`src/rtl/demux1x4_lanes_pkg.sv`:
```
// Shared PHY lane constants for the 1-to-4 receive lane demultiplexer.
// Holds the lane count, pointer width and valid_out encodings.
package demux1x4_lanes_pkg;

    localparam int unsigned LANES      = 4;
    localparam int unsigned LANE_IDX_W = 2;
    localparam int unsigned DEF_WIDTH  = 8;

    typedef logic [LANE_IDX_W-1:0] lane_idx_t;
    typedef logic [LANES-1:0]      lane_mask_t;

    localparam lane_mask_t VALID_FULL = '1;
    localparam lane_mask_t VALID_NONE = '0;

    // Lanes 0..p-1 valid, i.e. (1<<p)-1.
    function automatic lane_mask_t partial_mask(input lane_idx_t p);
        lane_mask_t m;
        m = '0;
        for (int unsigned i = 0; i < LANES; i++) begin
            if (i < 32'(p)) begin
                m[i] = 1'b1;
            end
        end
        return m;
    endfunction

endpackage

```
`src/rtl/demux1x4_lanes_idle_ctr.sv`:
```
// Saturating idle-cycle counter; o_hit flags the edge on which an enabled
// increment reaches IDLE_LIMIT. IDLE_LIMIT=0 keeps the flag permanently low.
module demux_idle_ctr #(
    parameter int unsigned IDLE_LIMIT = 4
) (
    input  logic i_clk,
    input  logic i_reset,
    input  logic i_clear,
    input  logic i_en,
    output logic o_hit
);

    localparam int unsigned CW = (IDLE_LIMIT > 0) ? $clog2(IDLE_LIMIT + 1) : 1;
    localparam logic [CW-1:0] LIMIT    = CW'(IDLE_LIMIT);
    localparam logic [CW-1:0] LIMIT_M1 = (IDLE_LIMIT > 0) ? CW'(IDLE_LIMIT - 1) : '0;
    localparam bit            ENABLED  = (IDLE_LIMIT > 0);

    logic [CW-1:0] r_count;

    always_ff @(posedge i_clk) begin
        if (i_reset || i_clear) begin
            r_count <= '0;
        end else if (i_en && (r_count != LIMIT)) begin
            r_count <= r_count + CW'(1);
        end
    end

    // Looks one step ahead so the flush lands on the edge the limit is reached.
    always_comb begin
        o_hit = 1'b0;
        if (ENABLED && i_en && (r_count == LIMIT_M1)) begin
            o_hit = 1'b1;
        end
    end

endmodule

```
`src/rtl/demux1x4_lanes.sv`:
```
// Receive-side 1-to-4 lane demultiplexer: valid bytes fill lanes round-robin,
// full words strobe out, partial words flush after an idle gap.
module demux1x4_lanes
    import demux1x4_lanes_pkg::*;
#(
    parameter int unsigned WIDTH      = DEF_WIDTH,
    parameter int unsigned IDLE_LIMIT = 4
) (
    input  logic             clk4f,
    input  logic             reset,
    input  logic [WIDTH-1:0] in,
    input  logic             valid_in,
    input  logic             align,
    output logic [WIDTH-1:0] out0,
    output logic [WIDTH-1:0] out1,
    output logic [WIDTH-1:0] out2,
    output logic [WIDTH-1:0] out3,
    output logic [3:0]       valid_out,
    output logic             word_strobe,
    output logic [1:0]       lane_ptr
);

    localparam lane_idx_t LAST_LANE = lane_idx_t'(LANES - 1);

    logic [WIDTH-1:0] r_stage [LANES];
    logic [WIDTH-1:0] r_out   [LANES];
    lane_mask_t       r_valid;
    logic             r_strobe;
    lane_idx_t        r_ptr;

    logic       w_idle_en;
    logic       w_idle_clr;
    logic       w_idle_hit;
    logic       w_flush;
    lane_mask_t w_flush_mask;

    assign w_idle_en    = !valid_in && (r_ptr != '0);
    assign w_idle_clr   = valid_in || align || (r_ptr == '0) || w_idle_hit;
    assign w_flush      = w_idle_hit && !align;
    assign w_flush_mask = partial_mask(r_ptr);

    demux_idle_ctr #(
        .IDLE_LIMIT(IDLE_LIMIT)
    ) u_idle_ctr (
        .i_clk   (clk4f),
        .i_reset (reset),
        .i_clear (w_idle_clr),
        .i_en    (w_idle_en),
        .o_hit   (w_idle_hit)
    );

    always_ff @(posedge clk4f) begin
        if (reset) begin
            for (int unsigned i = 0; i < LANES; i++) begin
                r_stage[i] <= '0;
                r_out[i]   <= '0;
            end
            r_valid  <= VALID_NONE;
            r_strobe <= 1'b0;
            r_ptr    <= '0;
        end else begin
            r_strobe <= 1'b0;
            if (align) begin
                // Realign discards the partial word; a byte on the same edge starts lane 0.
                for (int unsigned i = 0; i < LANES; i++) begin
                    r_stage[i] <= '0;
                end
                if (valid_in) begin
                    r_stage[0] <= in;
                    r_ptr      <= lane_idx_t'(1);
                end else begin
                    r_ptr <= '0;
                end
            end else if (valid_in) begin
                if (r_ptr == LAST_LANE) begin
                    for (int unsigned i = 0; i < LANES - 1; i++) begin
                        r_out[i] <= r_stage[i];
                    end
                    r_out[LANES-1] <= in;
                    r_valid        <= VALID_FULL;
                    r_strobe       <= 1'b1;
                    r_ptr          <= '0;
                end else begin
                    r_stage[r_ptr] <= in;
                    r_ptr          <= r_ptr + lane_idx_t'(1);
                end
            end else if (w_flush) begin
                for (int unsigned i = 0; i < LANES; i++) begin
                    r_out[i] <= w_flush_mask[i] ? r_stage[i] : '0;
                end
                r_valid  <= w_flush_mask;
                r_strobe <= 1'b1;
                r_ptr    <= '0;
            end
        end
    end

    assign out0        = r_out[0];
    assign out1        = r_out[1];
    assign out2        = r_out[2];
    assign out3        = r_out[3];
    assign valid_out   = r_valid;
    assign word_strobe = r_strobe;
    assign lane_ptr    = r_ptr;

endmodule

```
`config.mk`:
```
export PLATFORM = sky130hd
export DESIGN_NAME = demux1x4_lanes
export DESIGN_NICKNAME = d
export VERILOG_FILES = /design/src/rtl/demux1x4_lanes_pkg.sv /design/src/rtl/demux1x4_lanes_idle_ctr.sv /design/src/rtl/demux1x4_lanes.sv
export SDC_FILE = /design/constraint.sdc
export NUM_CORES = 1
export LEC_CHECK = 0
export CORE_UTILIZATION = 51
export DETAILED_ROUTE_END_ITERATION = 16
export HOLD_SLACK_MARGIN = 0.06
export PLACE_DENSITY_LB_ADDON = 0.15
export SLEW_MARGIN = 20
export SYNTH_ARGS = -nofsm -noshare
export SYNTH_HDL_FRONTEND = slang
export SYNTH_HIERARCHICAL = 1
export SYNTH_SLANG_ARGS = --single-unit
```
`constraint.sdc`:
```
create_clock -name clk4f -period 2.4 [get_ports clk4f]
set_input_delay 0.6 -clock clk4f [delete_from_list [all_inputs] [get_ports clk4f]]
set_output_delay 0.6 -clock clk4f [all_outputs]
set_load 0.005 [all_outputs]
```
---- Word-level counts from Yosys, hierarchy flattened ----
Memory sizes are Yosys's and may differ from the RTL's.
Index checks and enable logic that the tools add are counted.
word-level totals
  input port bits ......................... 12
  flip-flop bits (word level) ............. 10
  output and inout bits ................... 39
  word-level logic and storage cells ...... 102
  memories ................................ 2
  memory bits (writable) .................. 64
memory list
  memory   words  bits a word  rd ports  clocked after memory_dff  wr ports  RTL line              text
  r_out    4      8            4         0                         4         demux1x4_lanes.sv:26  logic [WIDTH-1:0] r_out [LANES];
  r_stage  4      8            3         0                         4         demux1x4_lanes.sv:25  logic [WIDTH-1:0] r_stage [LANES];
operators by class
  reduce and logical (&&, ||, !) cells .... 17
  bitwise logic cells ..................... 14
  multiplexer cells ....................... 56
  order comparisons ....................... 3
  equal/unequal tests ..................... 4
  add/sub/neg operators ................... 2
operators by type and width
  kind                                                    count
  two-way mux 8 bit                                       17
  two-way mux 1 bit                                       31
  bitwise OR 1 bit                                        13
  two-way mux 4 bit                                       3
  two-way mux 2 bit                                       5
  OR reduction 8 bit                                      1
  logical AND 1 bit                                       4
  logical OR 1 bit                                        4
  < comparator 1 x 2 -> 1 bit (first input constant)      2
  nonzero test 2 bit                                      2
  adder 3 x 1 -> 3 bit (second input constant)            1
  == test 3 x 2 -> 1 bit (second input constant)          1
  inequality test 3 bit (second input constant)           1
  AND reduction 3 bit                                     1
  nonzero test 3 bit                                      1
  adder 2 x 1 -> 2 bit (second input constant)            1
  == test 2 bit (second input constant)                   1
  zero test 1 bit                                         2
  zero test 2 bit                                         1
  < comparator 2 bit (first input constant)               1
  inequality test 2 x 1 -> 1 bit (second input constant)  1
  OR reduction 2 bit                                      1
  NOT 1 bit                                               1

---- Depth between registers and ports, before layout ----
Gate-level depths: netlist of run 1.
  depth after elaboration ................. 11
  gate-level depth with buffers ........... 7
  mapped depth without buffers ............ 7

---- Hierarchy ----
The synthesis of run 1 kept the hierarchy.
by module, submodules not included
  module          instances  cells an instance  seq. area each (um^2)  area each (um^2)
  demux1x4_lanes  1          186                1741.7                 2553.7
  demux_idle_ctr  1          19                 60.1                   186.4

---- Worst setup path before layout of run 1 ----
OpenSTA, ideal clock, no wires.
  kind .................................... input -> register
  from .................................... in valid_in
  to ...................................... mem r_out[0][0] in the netlist's numbering (enable)
  slack ................................... 0.228 ns
  library setup time ...................... 0.309 ns
  arrival ................................. 1.863 ns
  buffers on the path ..................... 1
  required time ........................... 2.091 ns
  stages on the path ...................... 6
  path through ............................ buf_2 nor2_1 and2_1 or2b_1 a21oi_2 or2_2
RTL lines
  what         RTL line              text
  from (decl)  demux1x4_lanes.sv:12  input logic valid_in,
  to (decl)    demux1x4_lanes.sv:26

==> reports/metrics.cfg, run 1 <==
[run_status]
outcome=finished clean

[worst_hold_path]
hold_depth=1
hold_class=reg2reg
hold_end=valid_out[1]
min_from=valid_out[1]

[clock_tree]
insertion_delay_ps=340
numCtsBuffers=9
ctsResizeCount=0
clkSinkCount=66
cts_hold_buf=0
path_clk_slew_ps=70
cts_tree=yes
post_cts.repair.setup_buffers=0
h-tree-depth=3
clk_path_buf_depth=2
cts-root-buf=clkbuf_8

[die]
io_pins=51
row_count=26
start_util_pct=53.3
die_h_um=75.3
coreArea_um2=5140
die-width_um=75.3
die_area_um2=5670

[worst_setup_path]
path_max_fanout=8
start_kind=input port
worstPathArrival_ps=2190
r2r_cells=7
r2r-end=r_out[1][7]
cp.required_ps=2440
r2r-start=lane_ptr[0]
r2r_setup_slack_ps=320
worstSetupEndpointType=flop
crit_type=in2reg

[finish]
layout_common_cells=50 x and2_1, 50 x clkdlybuf4s50_1, 48 x edfxtp_1
stdcell_area_um2=3570
nFillCells=415
drive_gt1_share_pct=15.1
final_core_util_pct=69.5
syn2layout_area_growth_pct=30.4
n_antenna_cell=0
finalNetCount=294

[yosys]
synth-async-reset-ratio_pct=0
netlist_area_um2=2740
syn_inst=205
synth_nets=225
yosys_warnings=6
yosysSeqAreaShare_pct=65.8
synth-seq-cells=66
synth_edf_count=48
ys_types=32
ys_dominant_reg_cell=edfxtp_1
avgSynthCellArea_um2=13.4

[sta]
setup_slack_ps=247
relSlewSlack_pct=74.2
setup_viol=0
whs_ps=473
skew_ps=8.26
max_freq_ghz=0.465
drv_slew=0
post-route-min-period_ps=2150
rsz0062_at_grt=false
hold_viol_final=0
worst_pin_slew_ps=387
period_share_pct=89.7

[power]
vdd_drop_max_v=0.000328
leakage_nw=1.42
power_w=0.00220
cellPowerDensity_nw_per_um2=617

[global_routing]
antenna_found_initial=0
grt_pass1_vias=1532
grt_pass1_wl_um=7200
grt_overflow_total=0
grt_max_degree=15
grt_usage_pct=18.6

[placed_design]
routabilityCongestion=0.848
io_buffer_count=50
dp_hpwl_um=3330
place_area_um2=3400
place_ws_ps=-126

[drt]
wl_um=4660
firstDrtPassIters=4
vias=1681
wire_per_inst_um=13.3
remaining_drc_errors=0
first_iter_violations=37
viasPerCell=4.82
ant_nets=0

[flow_run]
cap_viol_max_count=0

-- report_power, final --
part | switching [W] | internal, W | total, W | leakage (nW)
Clock | 0.000425 | 0.000372 | 0.000796 | 0.0891
Sequential | 0.00000873 | 0.00126 | 0.00127 | 0.661
Combinational | 0.0000683 | 0.0000724 | 0.000141 | 0.674
Total | 0.000502 | 0.00170 | 0.00220 | 1.42
-- cell families after synthesis --
group | after synthesis | share of synthesized area, %
flip-flops | 66 | 65.8
multiplexers | 9 | 3.29
buffers and inverters | 13 | 2.01
XOR/XNOR | 1 | 0.320
AND/OR/NAND/NOR | 89 | 19.6
adder cells (fa/ha/maj) | 8 | 3.65
AO/OA/AOI/OAI | 19 | 5.39
-- how the worst max path moves through the flow --
stage	slack, ps	from	endpoint
after global placement	-80	valid_in	r_out[1][0]
after CTS	240	valid_in	r_out[0][5]
after detailed placement	-130	valid_in	r_out[1][2]
after global routing	130	valid_in	r_out[0][5]
after floorplan	230	valid_in	r_out[0][0]
final	250	valid_in	r_out[1][7]
-- metal layers --
layer	track usage [%]	vias to the layer above	routed length, µm
li1	-	849	-
met1	22.9	767	2140
met2	29.0	52	2110
met3	4.23	13	242
met4	13.8	0	168
met5	0	-	0
-- cells in the mapped netlist (3+ instances only) --
cell type / n / area share [%]
o21a_1: 3 / 0.82
and2_1: 50 / 11
or2_2: 3 / 0.69
mux2i_1: 9 / 3.3
ha_1: 8 / 3.7
edfxtp_1: 48 / 53
nand3b_1: 3 / 0.82
inv_1: 7 / 0.96
dfxtp_1: 18 / 13
a21oi_2: 3 / 0.96
nor2b_1: 3 / 0.69
a21oi_1: 7 / 1.3
nor2_1: 12 / 1.6
nor3_1: 3 / 0.55
clkbuf_1: 3 / 0.41
-- critical path, cell delays in order --
cell and delay (ps):
clkdlybuf4s50_1 420, nor2_1 130, and2_1 260, or2b_1 280, a21oi_2 230, or2_2 260
-- stage by stage --
step | std cells | setup TNS [ps]
finish | 349 | 0
global placement | 333 | -1830
global route | 349 | 0
detailed placement | 333 | -2930
CTS | 349 | 0
floorplan | 205 | 0
-- flip-flops by register name, summed over array words and instances (netlist names) --
signal              flops
u_idle_ctr/r_count      3
word_strobe             1
r_out                  32
valid_out               4
lane_ptr                2
r_stage                24
-- area by class of cell --
type | count | area (µm²) | area share, %
Sequential cell | 66 | 1800 | 50.4
Inverter | 7 | 26.3 | 0.735
Timing Repair Buffer | 64 | 606 | 16.9
Clock inverter | 7 | 45.0 | 1.26
Clock buffer | 9 | 124 | 3.47
Tap cell | 70 | 87.6 | 2.45
Multi-Input combinational cell | 126 | 883 | 24.7
Note: power is estimated with default switching activity, not from simulation.
==> inputs of run 2 (changes only) <==
Settings changed: CORE_UTILIZATION 51 to 55, SYNTH_HIERARCHICAL 1 to default.
Clock period 2.4 ns to 2.8 ns, I/O delays scaled along.
==> run 2 against run 1 <==
Register-to-register slack improved by 350 ps. Sequential power down 14%. Core utilization is 4.6 points higher. Clock power up 0.6%. Die area decreased by 6.8%. Global-route usage grew 2.3 points. Count of clock-buffer cells in the layout rose by 1. Combinational power shrank 21%. Synthesized cell count stayed put. Critical endpoint is now r_out[1][2]. Largest cell class unchanged.
==> reports/metrics.cfg, run 2 <==
[yosys]
ys_types=40
synth_top_area_share_pct=52.5
synth_most_common_cell=edfxtp_1
synth_nets=224
synth_area_leader_cell=edfxtp_1
synth-seq-cells=66
ys_top_cells_by_count=48 x edfxtp_1, 40 x and2_1, 18 x dfxtp_1, 11 x nor2_1, 10 x and3_1
netlist_area_um2=2750
yosys_warnings=0
synth_xor_xnor_area_share_pct=0.319
synth_top_family_by_area=simple AND/OR/NAND/NOR gates
synth-async-reset-ratio_pct=0
synth_compound_gate_area_share_pct=8.70
synth_adder_area_share_pct=3.19
yosysSeqAreaShare_pct=65.6
synth_edf_count=48
synth_mux_area_share_pct=0
synthTopCellsByArea=edfxtp_1 52%, dfxtp_1 13%, and2_1 9.1%
ys_dominant_reg_cell=edfxtp_1
syn_inst=205
synth-simple-area-share_pct=18.7
avgSynthCellArea_um2=13.4

[sta]
hold_viol_final=0
relSlewSlack_pct=67.9
post-route-min-period_ps=2190
skew_ps=5.59
period_share_pct=78.3
max_freq_ghz=0.456
drv_slew=0
worst_pin_slew_ps=480
setup_viol=0
rsz0062_at_grt=false
fin_setup_tns_ps=0

[drt]
ant_nets=0
first_iter_violations=43
remaining_drc_errors=0
wl_um=4800
firstDrtPassIters=4
vias=1715
wire_per_inst_um=14.4
viasPerCell=5.13

[die]
coreArea_um2=4750
die_area_um2=5280
io_pins=51
start_util_pct=57.8
row_count=25
die_h_um=72.7
die-width_um=72.7

[finish]
n_antenna_cell=0
layout_common_cells=50 x clkdlybuf4s50_1, 48 x edfxtp_1, 40 x and2_1
finalNetCount=281
drive_gt1_share_pct=13.1
nFillCells=332
top_register=r_out
stdcell_area_um2=3530
syn2layout_area_growth_pct=28.3
final_core_util_pct=74.2
largest_reg_flops=32
final_common_cell=clkdlybuf4s50_1

[placed_design]
dp_hpwl_um=3490
routabilityCongestion=0.795
place_area_um2=3320
io_buffer_count=50

[worst_setup_path]
worstPathArrival_ps=2400
r2r_cells=5
cp.required_ps=3010
worstSetupEndpointType=flop
path_max_fanout=18
crit_type=in2reg
start_kind=input port

[global_routing]
grt_overflow_total=0
grt_max_degree=19
antenna_found_initial=0
grt_pass1_vias=1640
grt_usage_pct=20.9
grt_pass1_wl_um=7720

[clock_tree]
cts-root-buf=clkbuf_8
cts_hold_buf=0
cts_tree=yes
path_clk_slew_ps=70
clk_path_buf_depth=2
clkSinkCount=66
post_cts.repair.setup_buffers=0
numCtsBuffers=9
insertion_delay_ps=340
ctsResizeCount=0
h-tree-depth=3

[flow_run]
cap_viol_max_count=0

[worst_hold_path]
hold_depth=2
hold_class=reg2reg

[power]
leakage_nw=1.33
vdd_drop_max_v=0.000431
power_w=0.00200
cellPowerDensity_nw_per_um2=567

[run_status]
outcome=finished clean

==> run 2: cell types whose count changed after synthesis, moves of 8 or more <==
cell     before  now
and2_1       50   40
a32oi_1       0    8
and3_1        2   10
mux2i_1       9    0
==> run 2: path summary, 6_finish.rpt <==
kind | from | to | slack (ps)
max reg2reg | lane_ptr[0] | r_out[1][2] | 670
min | valid_out[0] | valid_out[0] | 460
min reg2reg | valid_out[0] | valid_out[0] | 460
max | valid_in | r_out[1][2] | 610
==> run 2: final cells by class <==
class                           count  area (µm²)  area share (%)
Sequential cell                    66        1800            51.1
Multi-Input combinational cell    119         850            24.1
Timing Repair Buffer               57         553            15.7
Clock buffer                       10         138            3.90
Tap cell                           67        83.8            2.38
Clock inverter                      6        66.3            1.88
Inverter                            9        33.8           0.958
==> run 2: per-stage QoR <==
stage / hold WS (ps) / setup WS [ps] / cells
2_1_floorplan: 456 / 210 / 205
3_3_place_gp: 448 / 342 / 318
3_5_place_dp: 450 / 267 / 318
4_1_cts: 461 / 626 / 334
5_1_grt: 490 / 534 / 334
6_report: 460 / 607 / 334
==> run 2: cell families after synthesis <==
kind of cell,after synthesis
simple gates,83
compound gates,28
fa+ha+maj,7
flops,66
xor+xnor,1
buf+inv,20
==> run 2: routing by layer <==
| metal | part of all wire [%] | GRT usage [%] | wire length, µm |
|---|---|---|---|
| met5 | 0 | 0 | 0 |
| met4 | 1.8 | 9.15 | 85 |
| met3 | 5.5 | 8.84 | 262 |
| met2 | 50 | 34.5 | 2400 |
| met1 | 43 | 23.9 | 2060 |
==> run 2: critical path: stages <==
cell and delay [ps]:
clkdlybuf4s50_1 590, or3b_1 510, a21oi_4 360, and3_1 230
==> run 2: power by group <==
part	total [W]	internal (W)	switching, W
sequential	0.00109	0.00108	0.00000900
clock	0.000801	0.000434	0.000366
combinational	0.000112	0.0000561	0.0000556
total	0.00200	0.00157	0.000431
